$ cat config.mk
export PLATFORM = sky130hd
export DESIGN_NAME = alu_op_sequencer_flat
export DESIGN_NICKNAME = d
export VERILOG_FILES = /design/src/rtl/alu_op_sequencer_if.sv /design/src/rtl/alu_op_sequencer.sv /design/src/flat_wrapper.sv
export SDC_FILE = /design/constraint.sdc
export NUM_CORES = 1
export LEC_CHECK = 0
export ABC_AREA = 1
export ABC_CLOCK_PERIOD_IN_PS = 1700
export CAP_MARGIN = 20
export CORE_UTILIZATION = 45
export CTS_BUF_LIST = sky130_fd_sc_hd__clkbuf_4 sky130_fd_sc_hd__clkbuf_8 sky130_fd_sc_hd__clkbuf_16
export CTS_CLUSTER_SIZE = 40
export DETAILED_ROUTE_END_ITERATION = 12
export PLACE_DENSITY = 0.8
export SLEW_MARGIN = 0
export SYNTH_ARGS = -nofsm -noshare
export SYNTH_HDL_FRONTEND = slang
export SYNTH_SLANG_ARGS = --single-unit
$ cat constraint.sdc
create_clock -name i_clk -period 1.7 [get_ports i_clk]
set_input_delay 0.34 -clock i_clk [delete_from_list [all_inputs] [get_ports i_clk]]
set_output_delay 0.34 -clock i_clk [all_outputs]
set_load 0.05 [all_outputs]
$ cat src/rtl/alu_op_sequencer_if.sv
// Bus bundle for alu_op_sequencer: instruction request handshake, register-file
// read/write port, ALU operand/result port and retire/status outputs.
// Optional macro ALU_SEQ_IMM_EN adds the immediate-operand request fields.
interface alu_op_sequencer_if #(
  parameter int unsigned DATA_W = 16,
  parameter int unsigned REG_AW = 3
);
  // Instruction request
  logic              req_valid;
  logic              req_ready;
  logic [1:0]        req_op;
  logic [REG_AW-1:0] req_rd;
  logic [REG_AW-1:0] req_rn;
  logic [REG_AW-1:0] req_rm;
  logic [1:0]        req_sh;
  logic              req_wb;
  logic              req_setf;
`ifdef ALU_SEQ_IMM_EN
  logic              req_use_imm;
  logic [DATA_W-1:0] req_imm;
`endif
  // Register file
  logic [REG_AW-1:0] rf_rd_addr;
  logic [DATA_W-1:0] rf_rd_data;
  logic              rf_wr_en;
  logic [REG_AW-1:0] rf_wr_addr;
  logic [DATA_W-1:0] rf_wr_data;
  // ALU
  logic [DATA_W-1:0] alu_a;
  logic [DATA_W-1:0] alu_b;
  logic [1:0]        alu_op;
  logic [DATA_W-1:0] alu_out;
  logic [2:0]        alu_z;
  // Status / retire
  logic [2:0]        status;
  logic              done;

  // Sequencer side
  modport slave (
`ifdef ALU_SEQ_IMM_EN
    input  req_use_imm, req_imm,
`endif
    input  req_valid, req_op, req_rd, req_rn, req_rm, req_sh, req_wb, req_setf,
    input  rf_rd_data, alu_out, alu_z,
    output req_ready, rf_rd_addr, rf_wr_en, rf_wr_addr, rf_wr_data,
    output alu_a, alu_b, alu_op, status, done
  );

  // Requester / datapath side
  modport master (
`ifdef ALU_SEQ_IMM_EN
    output req_use_imm, req_imm,
`endif
    output req_valid, req_op, req_rd, req_rn, req_rm, req_sh, req_wb, req_setf,
    output rf_rd_data, alu_out, alu_z,
    input  req_ready, rf_rd_addr, rf_wr_en, rf_wr_addr, rf_wr_data,
    input  alu_a, alu_b, alu_op, status, done
  );
endinterface

$ cat src/rtl/alu_op_sequencer.sv
// Multi-cycle ALU issue controller: reads rn/rm through one register-file read
// port, shifts B, drives the ALU, captures result/flags, writes back and keeps
// the architectural status register.
// Optional macro ALU_SEQ_IMM_EN: shifted immediate replaces the rm operand.
module alu_op_sequencer #(
  parameter int unsigned DATA_W = 16,
  parameter int unsigned REG_AW = 3
) (
  input  logic               i_clk,
  input  logic               i_reset_n,
  alu_op_sequencer_if.slave  io_bus
);

  typedef enum logic [2:0] {StIdle, StReadA, StReadB, StExec, StWb} state_e;

  state_e            r_state;
  state_e            w_state_next;
  logic              w_accept;
  logic              r_live;
  logic [1:0]        r_op;
  logic [REG_AW-1:0] r_rd;
  logic [REG_AW-1:0] r_rn;
  logic [REG_AW-1:0] r_rm;
  logic [1:0]        r_sh;
  logic              r_wb;
  logic              r_setf;
  logic [DATA_W-1:0] r_a;
  logic [DATA_W-1:0] r_b;
  logic [DATA_W-1:0] r_res;
  logic [2:0]        r_flags;
  logic [2:0]        r_status;
  logic              w_req_use_imm;
  logic              w_use_imm;

`ifdef ALU_SEQ_IMM_EN
  logic r_use_imm;
  assign w_req_use_imm = io_bus.req_use_imm;
  assign w_use_imm     = r_use_imm;
`else
  assign w_req_use_imm = 1'b0;
  assign w_use_imm     = 1'b0;
`endif

  // B-operand shifter: none / LSL1 / LSR1 zero-fill / ASR1 sign-fill
  function automatic logic [DATA_W-1:0] f_shift(input logic [DATA_W-1:0] d,
                                                input logic [1:0]        sh);
    logic [DATA_W-1:0] y;
    case (sh)
      2'b01:   y = {d[DATA_W-2:0], 1'b0};
      2'b10:   y = {1'b0, d[DATA_W-1:1]};
      2'b11:   y = {d[DATA_W-1], d[DATA_W-1:1]};
      default: y = d;
    endcase
    return y;
  endfunction

  // State register
  always_ff @(posedge i_clk or negedge i_reset_n) begin
    if (!i_reset_n) begin
      r_state <= StIdle;
    end else begin
      r_state <= w_state_next;
    end
  end

  // Next-state and per-state outputs
  always_comb begin
    w_state_next      = r_state;
    w_accept          = 1'b0;
    io_bus.req_ready  = 1'b0;
    io_bus.rf_rd_addr = '0;
    io_bus.rf_wr_en   = 1'b0;
    io_bus.done       = 1'b0;
    case (r_state)
      StIdle: begin
        io_bus.req_ready = r_live;
        if (io_bus.req_valid && r_live) begin
          w_accept = 1'b1;
          // not-B needs no A operand, so READ_A is skipped
          if (io_bus.req_op == 2'b11) begin
            w_state_next = w_req_use_imm ? StExec : StReadB;
          end else begin
            w_state_next = StReadA;
          end
        end
      end
      StReadA: begin
        io_bus.rf_rd_addr = r_rn;
        w_state_next      = w_use_imm ? StExec : StReadB;
      end
      StReadB: begin
        io_bus.rf_rd_addr = r_rm;
        w_state_next      = StExec;
      end
      StExec: begin
        w_state_next = StWb;
      end
      StWb: begin
        io_bus.done     = 1'b1;
        io_bus.rf_wr_en = r_wb;
        w_state_next    = StIdle;
      end
      default: begin
        w_state_next = StIdle;
      end
    endcase
  end

  // Request latch, operand capture, result capture and status update
  always_ff @(posedge i_clk or negedge i_reset_n) begin
    if (!i_reset_n) begin
      r_live    <= 1'b0;
      r_op      <= '0;
      r_rd      <= '0;
      r_rn      <= '0;
      r_rm      <= '0;
      r_sh      <= '0;
      r_wb      <= 1'b0;
      r_setf    <= 1'b0;
      r_a       <= '0;
      r_b       <= '0;
      r_res     <= '0;
      r_flags   <= '0;
      r_status  <= '0;
`ifdef ALU_SEQ_IMM_EN
      r_use_imm <= 1'b0;
`endif
    end else begin
      // req_ready comes up on the first edge after reset release
      r_live <= 1'b1;
      case (r_state)
        StIdle: begin
          if (w_accept) begin
            r_op   <= io_bus.req_op;
            r_rd   <= io_bus.req_rd;
            r_rn   <= io_bus.req_rn;
            r_rm   <= io_bus.req_rm;
            r_sh   <= io_bus.req_sh;
            r_wb   <= io_bus.req_wb;
            r_setf <= io_bus.req_setf;
            // A stays 0 for not-B; other ops overwrite it in READ_A
            r_a    <= '0;
`ifdef ALU_SEQ_IMM_EN
            r_use_imm <= io_bus.req_use_imm;
            if (io_bus.req_use_imm) begin
              r_b <= f_shift(io_bus.req_imm, io_bus.req_sh);
            end
`endif
          end
        end
        StReadA: r_a <= io_bus.rf_rd_data;
        StReadB: r_b <= f_shift(io_bus.rf_rd_data, r_sh);
        StExec: begin
          r_res   <= io_bus.alu_out;
          r_flags <= io_bus.alu_z;
        end
        StWb: begin
          // overflow is only architecturally meaningful for sub
          if (r_setf) begin
            r_status <= {r_flags[2], r_flags[1] & (r_op == 2'b01), r_flags[0]};
          end
        end
        default: ;
      endcase
    end
  end

  assign io_bus.rf_wr_addr = r_rd;
  assign io_bus.rf_wr_data = r_res;
  assign io_bus.alu_a      = r_a;
  assign io_bus.alu_b      = r_b;
  assign io_bus.alu_op     = r_op;
  assign io_bus.status     = r_status;

endmodule

$ cat src/flat_wrapper.sv
// flat-port wrapper written by rule: the top's interface ports become plain ports
module alu_op_sequencer_flat 
#(
  parameter int unsigned DATA_W = 16,
  parameter int unsigned REG_AW = 3
)
  (i_clk, i_reset_n, io_bus_req_valid, io_bus_req_op, io_bus_req_rd, io_bus_req_rn, io_bus_req_rm, io_bus_req_sh, io_bus_req_wb, io_bus_req_setf, io_bus_rf_rd_data, io_bus_alu_out, io_bus_alu_z, io_bus_req_ready, io_bus_rf_rd_addr, io_bus_rf_wr_en, io_bus_rf_wr_addr, io_bus_rf_wr_data, io_bus_alu_a, io_bus_alu_b, io_bus_alu_op, io_bus_status, io_bus_done);
  alu_op_sequencer_if #(.DATA_W(DATA_W), .REG_AW(REG_AW)) io_bus_i ();
  input  logic i_clk;
  input  logic i_reset_n;
  input wire logic [$bits(io_bus_i.req_valid)-1:0] io_bus_req_valid;
  input wire logic [$bits(io_bus_i.req_op)-1:0] io_bus_req_op;
  input wire logic [$bits(io_bus_i.req_rd)-1:0] io_bus_req_rd;
  input wire logic [$bits(io_bus_i.req_rn)-1:0] io_bus_req_rn;
  input wire logic [$bits(io_bus_i.req_rm)-1:0] io_bus_req_rm;
  input wire logic [$bits(io_bus_i.req_sh)-1:0] io_bus_req_sh;
  input wire logic [$bits(io_bus_i.req_wb)-1:0] io_bus_req_wb;
  input wire logic [$bits(io_bus_i.req_setf)-1:0] io_bus_req_setf;
  input wire logic [$bits(io_bus_i.rf_rd_data)-1:0] io_bus_rf_rd_data;
  input wire logic [$bits(io_bus_i.alu_out)-1:0] io_bus_alu_out;
  input wire logic [$bits(io_bus_i.alu_z)-1:0] io_bus_alu_z;
  output wire logic [$bits(io_bus_i.req_ready)-1:0] io_bus_req_ready;
  output wire logic [$bits(io_bus_i.rf_rd_addr)-1:0] io_bus_rf_rd_addr;
  output wire logic [$bits(io_bus_i.rf_wr_en)-1:0] io_bus_rf_wr_en;
  output wire logic [$bits(io_bus_i.rf_wr_addr)-1:0] io_bus_rf_wr_addr;
  output wire logic [$bits(io_bus_i.rf_wr_data)-1:0] io_bus_rf_wr_data;
  output wire logic [$bits(io_bus_i.alu_a)-1:0] io_bus_alu_a;
  output wire logic [$bits(io_bus_i.alu_b)-1:0] io_bus_alu_b;
  output wire logic [$bits(io_bus_i.alu_op)-1:0] io_bus_alu_op;
  output wire logic [$bits(io_bus_i.status)-1:0] io_bus_status;
  output wire logic [$bits(io_bus_i.done)-1:0] io_bus_done;
  assign io_bus_i.req_valid = io_bus_req_valid;
  assign io_bus_i.req_op = io_bus_req_op;
  assign io_bus_i.req_rd = io_bus_req_rd;
  assign io_bus_i.req_rn = io_bus_req_rn;
  assign io_bus_i.req_rm = io_bus_req_rm;
  assign io_bus_i.req_sh = io_bus_req_sh;
  assign io_bus_i.req_wb = io_bus_req_wb;
  assign io_bus_i.req_setf = io_bus_req_setf;
  assign io_bus_i.rf_rd_data = io_bus_rf_rd_data;
  assign io_bus_i.alu_out = io_bus_alu_out;
  assign io_bus_i.alu_z = io_bus_alu_z;
  assign io_bus_req_ready = io_bus_i.req_ready;
  assign io_bus_rf_rd_addr = io_bus_i.rf_rd_addr;
  assign io_bus_rf_wr_en = io_bus_i.rf_wr_en;
  assign io_bus_rf_wr_addr = io_bus_i.rf_wr_addr;
  assign io_bus_rf_wr_data = io_bus_i.rf_wr_data;
  assign io_bus_alu_a = io_bus_i.alu_a;
  assign io_bus_alu_b = io_bus_i.alu_b;
  assign io_bus_alu_op = io_bus_i.alu_op;
  assign io_bus_status = io_bus_i.status;
  assign io_bus_done = io_bus_i.done;
  alu_op_sequencer #(.DATA_W(DATA_W), .REG_AW(REG_AW)) u_core (.i_clk(i_clk), .i_reset_n(i_reset_n), .io_bus(io_bus_i));
endmodule
# Word level (Yosys, flattened, before mapping)
# Cells that the tools add are included.
# word_totals
out_inout_bits,62
input_bits,53
elab_cells,44
register_bits,73
# classes
bitwise,1
muxes,12
eq_ne,11
reduce_logical,6
# ops
operator,count
case mux 16 bit (3 select lines),1
case mux 16 bit (2 select lines),1
two-way mux 16 bit,1
case mux 3 bit (4 select lines),1
"== test 2 bit, second input constant",3
"== test 3 x 2 -> 1 bit, second input constant",2
case mux 3 bit (2 select lines),1
AND reduction 2 bit,3
two-way mux 1 bit,5
"== test 2 x 1 -> 1 bit, second input constant",2
"!= test 2 x 1 -> 1 bit, second input constant",2
"== test 3 x 1 -> 1 bit, second input constant",1
"== test 3 bit, second input constant",1
logical NOT 3 bit,1
two-way mux 3 bit,1
two-way mux 2 bit,1
nonzero test 2 bit,1
AND 1 bit,1
logical AND 1 bit,1

# Longest topological paths before layout
# depth
word_depth,5
depth_mapped,7
mapped_depth_nobuf,5

# Least setup slack after synthesis
# Ideal clock, no wire load.
# synth_timing
path_kind,register -> output
from,reg u_core.r_state[1]
to,out io_bus_rf_wr_en
setup_slack_ps,-36
path_buffers,0
t_arrival_ps,1396
required_time_ps,1360
stages_incl_launch_ff,4
path_cell_list,dfrtp_1 -> nor2_4 -> nand2_1 -> nor2_1
# synth_via
elab_chain_cells,2
# synth_rtl
element,line,rtl
"start, declared",alu_op_sequencer.sv:16,state_e r_state;
"start signal, assigned",alu_op_sequencer.sv:60,r_state <= StIdle;
"start signal, assigned",alu_op_sequencer.sv:62,r_state <= w_state_next;
== test 3 bit,alu_op_sequencer.sv:74,case (r_state)
two-way mux 1 bit,alu_op_sequencer.sv:74,
"end, declared",flat_wrapper.sv:24,output wire logic [$bits(io_bus_i.rf_wr_en)-1:0] io_bus_rf_wr_en;
# Every way passes these cells.

# Final worst setup path
# layout_timing
from,reg u_core.r_state[1]
to,out io_bus_rf_rd_addr[2]
# layout_via
elab_chain_cells,2
word_cells_on_any_way,3
cone_classes,2 x eq/ne; 1 x mux
# layout_rtl
element,line,rtl
== test 3 x 2 -> 1 bit or == test 3 x 1 -> 1 bit (tied branches),alu_op_sequencer.sv:74,
case mux 3 bit (2 select lines) (*),alu_op_sequencer.sv:74,
"end, declared",flat_wrapper.sv:23,output wire logic [$bits(io_bus_i.rf_rd_addr)-1:0] io_bus_rf_rd_addr;
# Every way passes the cells marked *; elsewhere a longest branch is shown, timed or not.

==> run metrics <==
run status=finished, final reports clean; post-synthesis average cell area=8.45 um^2; share of Yosys cell area claimed by the top area cell type=54.6%; Area contributors post-synth=sky130_fd_sc_hd__dfrtp_1 (55%), sky130_fd_sc_hd__nand2_1 (22%), sky130_fd_sc_hd__nand3_1 (7.2%); Sequential Power Share=28.4%; TritonCTS sink count=73; port buffer count=114; leakage power summed over all cells=0.00255 uW; global-route wire length before repair=~13000 um; DRC Markers=0; peak fanout along the critical path=4; Crit path largest cell delay=0.45 ns; slowest library cell on the worst path=sky130_fd_sc_hd__dfrtp_2; kind of cell adding the most delay to the critical path=flip-flops; clock tree from TritonCTS=built; NetSw=5260 uW; cell count after synthesis=396; summed instance area of the synthesized netlist=3350 um^2; Final period util=98.6%; clock tree skew after final layout=0.0158 ns; Fmax=about 600 MHz; clock transition at the registers of the reported paths=around 0.090 ns; Power Density=~2200 nW/um^2; area of the core region=7210 um^2; share of total power consumed by net switching=49.1%; final RePlAce weighted congestion=0.821; overall power consumption=approximately 11000 uW; master cell of the clock root buffer=sky130_fd_sc_hd__clkbuf_8; Yosys warnings=0; cell area after placement=about 4500 um^2; remaining number of nets flagged by the antenna check after routing=0; synthesized net count=449; number of iterations in the first detailed-routing pass=5; Avg Vias per Cell=4.89; insertion delay of the later-clocked pin in the worst-skew pair=0.35 ns; # fillers=around 600; critical path required time=roughly 1.4 ns; type of origin of the critical path=flop; P_int=approximately 5500 uW; via count of the routed design=3088; clock period minus final worst setup slack=1.68 ns; max-cap check violation count=0; Clk network pwr share=14.6%; total congestion overflow after global routing=0; Max VDD drop=about 1.5 mV; floorplan die area=7780 um^2; critical path arrival=1.34 ns; layout-stage area growth over the synthesis result=44.8%; summed negative setup slack over all endpoints=0 ns; total global-route track usage=22.7%; number of cells in the finished layout apart from fillers=around 630; post-synthesis cell type with the largest combined area=sky130_fd_sc_hd__dfrtp_1; Die X=88.2 um; fraction of the yosys area taken by sequential cells=a little over half; H-tree lvl count=3; count of final setup violators=0; row count=31; number of different library cells in the post-synthesis netlist=20; DP HPWL=5770 um; pins over their slew limit=0; diode insertion count for antenna repair=0; maximum number of pins on one net before global-route repair=47; worst hold path type=primary input to async pin; number of antenna violations at the first check in global routing=0; vertical die dimension=88.2 um; fraction of power consumed by combinational cells=57.0%; effective utilization at floorplan=46.4%; CP Buf/Inv Count=3; number of storage elements in the synthesis netlist=73; final design area excluding fillers=between 4000 and 5000 um^2; DRT iter0 DRCs=approximately 160; Final Hold Viols=0; CTS Buffer Depth=2; Detailed Route WL=~8000 um; mean routed wirelength per cell=12.8 um; via count of the first global-routing pass=3039; fin nets=580; total clock buffers created by CTS=9; kind of critical path=flop to output port; crit path cell chain=buf_6 > nand3_4 > inv_4 > nand2_1 > nand2_2 > buf_12; layout cells sized above 1=25.6%; I/O pin total=115; WHS=0.402 ns; unrepaired setup endpoints after global routing=yes; Critical Path End Type=output port; number of instances in the placed design=603
==> placed cells by master, fill, tap and decap left out, drive strengths merged <==
cell type,instances
nand3,52
clkbuf,11
clkdlybuf4s50,51
bufinv,2
dlygate4sd3,1
nor2,4
inv,27
nand3b,1
clkinv,2
o21ai,21
and3,1
dfrtp,73
buf,85
a21oi,1
conb,1
nand2,198
clkinvlp,1
==> power by group through the flow <==
stage	Sequential [uW]	Clock, uW	Combinational [uW]
floorplan	5030	0	2140
global placement	3050	0	5800
detailed placement	3060	0	5920
CTS	3050	1580	6020
global route	3140	1640	6610
finish	3040	1560	6110
==> cells in the mapped netlist <==
cell	count
sky130_fd_sc_hd__nand2_1	198
sky130_fd_sc_hd__dfrtp_1	73
sky130_fd_sc_hd__nand3_1	48
sky130_fd_sc_hd__inv_1	21
sky130_fd_sc_hd__o21ai_2	15
sky130_fd_sc_hd__buf_6	7
sky130_fd_sc_hd__o21ai_0	6
sky130_fd_sc_hd__buf_2	5
sky130_fd_sc_hd__inv_2	4
sky130_fd_sc_hd__nand3_4	4
sky130_fd_sc_hd__buf_4	3
sky130_fd_sc_hd__inv_4	2
sky130_fd_sc_hd__nor2_1	2
sky130_fd_sc_hd__nor2_4	2
sky130_fd_sc_hd__a21oi_1	1
sky130_fd_sc_hd__and3_1	1
sky130_fd_sc_hd__buf_8	1
sky130_fd_sc_hd__clkbuf_1	1
sky130_fd_sc_hd__conb_1	1
sky130_fd_sc_hd__nand3b_1	1
==> worst paths after layout <==
check,start,endpoint,slack [ns],depth (start not counted)
worst min register to register,u_core.io_bus.alu_b[9],u_core.io_bus.alu_b[9],0.49,2
worst min-delay path,i_reset_n,u_core.io_bus.alu_b[11],0.40,2
worst max-delay path,u_core.r_state[1],io_bus_rf_rd_addr[2],0.02,6
max in group asynchronous,i_reset_n,u_core.io_bus.alu_b[1],0.82,3
worst max register to register,u_core.r_state[1],u_core.io_bus.alu_op[0],0.32,7
min in group i_clk,u_core.io_bus.alu_b[9],u_core.io_bus.alu_b[9],0.49,2
==> cell type report <==
cell class | count | area, um^2 | share of cell area, %
sequential | 73 | 1830 | 37.8
multi-input combinational | 279 | 1290 | 26.6
timing repair buffer | 137 | 1270 | 26.1
clock buffer | 11 | 151 | 3.12
tap | 99 | 124 | 2.56
inverter | 27 | 109 | 2.25
clock inverter | 5 | 77.6 | 1.60
==> registers in the layout, summed over array words and instances (netlist names) <==
register and cells:
u_core.r_live 1, u_core.io_bus.rf_wr_data 16, u_core.r_flags 3, u_core.io_bus.rf_wr_addr 3, u_core.io_bus.alu_op 2, u_core.r_rm 3
u_core.io_bus.alu_b 16, u_core.io_bus.status 3, u_core.r_rn 3, u_core.r_wb 1, u_core.r_state 3, u_core.r_sh 2
u_core.io_bus.alu_a 16, u_core.r_setf 1
==> kinds of logic after synthesis <==
| kind of cell | Yosys count | share of synthesized area [%] |
|---|---|---|
| other | 1 | 0.112 |
| buffers and inverters | 44 | 7.52 |
| AOI/OAI and AO/OA | 22 | 4.97 |
| DFF | 73 | 54.6 |
| and+or+nand+nor | 256 | 32.8 |
==> metrics by stage <==
stage	setup slack (ns)	utilization, %
after floorplan	0.0470	-
after global placement	0.220	62.3
after detailed placement	0.197	62.3
after CTS	0.00197	66.2
after global routing	-0.0169	67.2
final	0.0231	67.2
==> per-layer routing <==
layer | wire, um | vias to the layer above | GRT usage [%]
li1 | - | 1494 | -
met1 | 3270 | 1423 | 26.7
met2 | 3850 | 149 | 37.8
met3 | 799 | 22 | 7.18
met4 | 187 | 0 | 11.0
met5 | 0 | - | 0
==> what timing repair did <==
action / 4_1_cts / 5_1_grt
pin swaps: 1 / 2
hold buffers: 1 / 0
endpoints found under the setup margin: 6 / 6
buffers inserted: 5 / 6
hold endpoints to repair: 16 / 0
gates resized for setup: 4 / 7
Power figures use the tool's default switching activity.
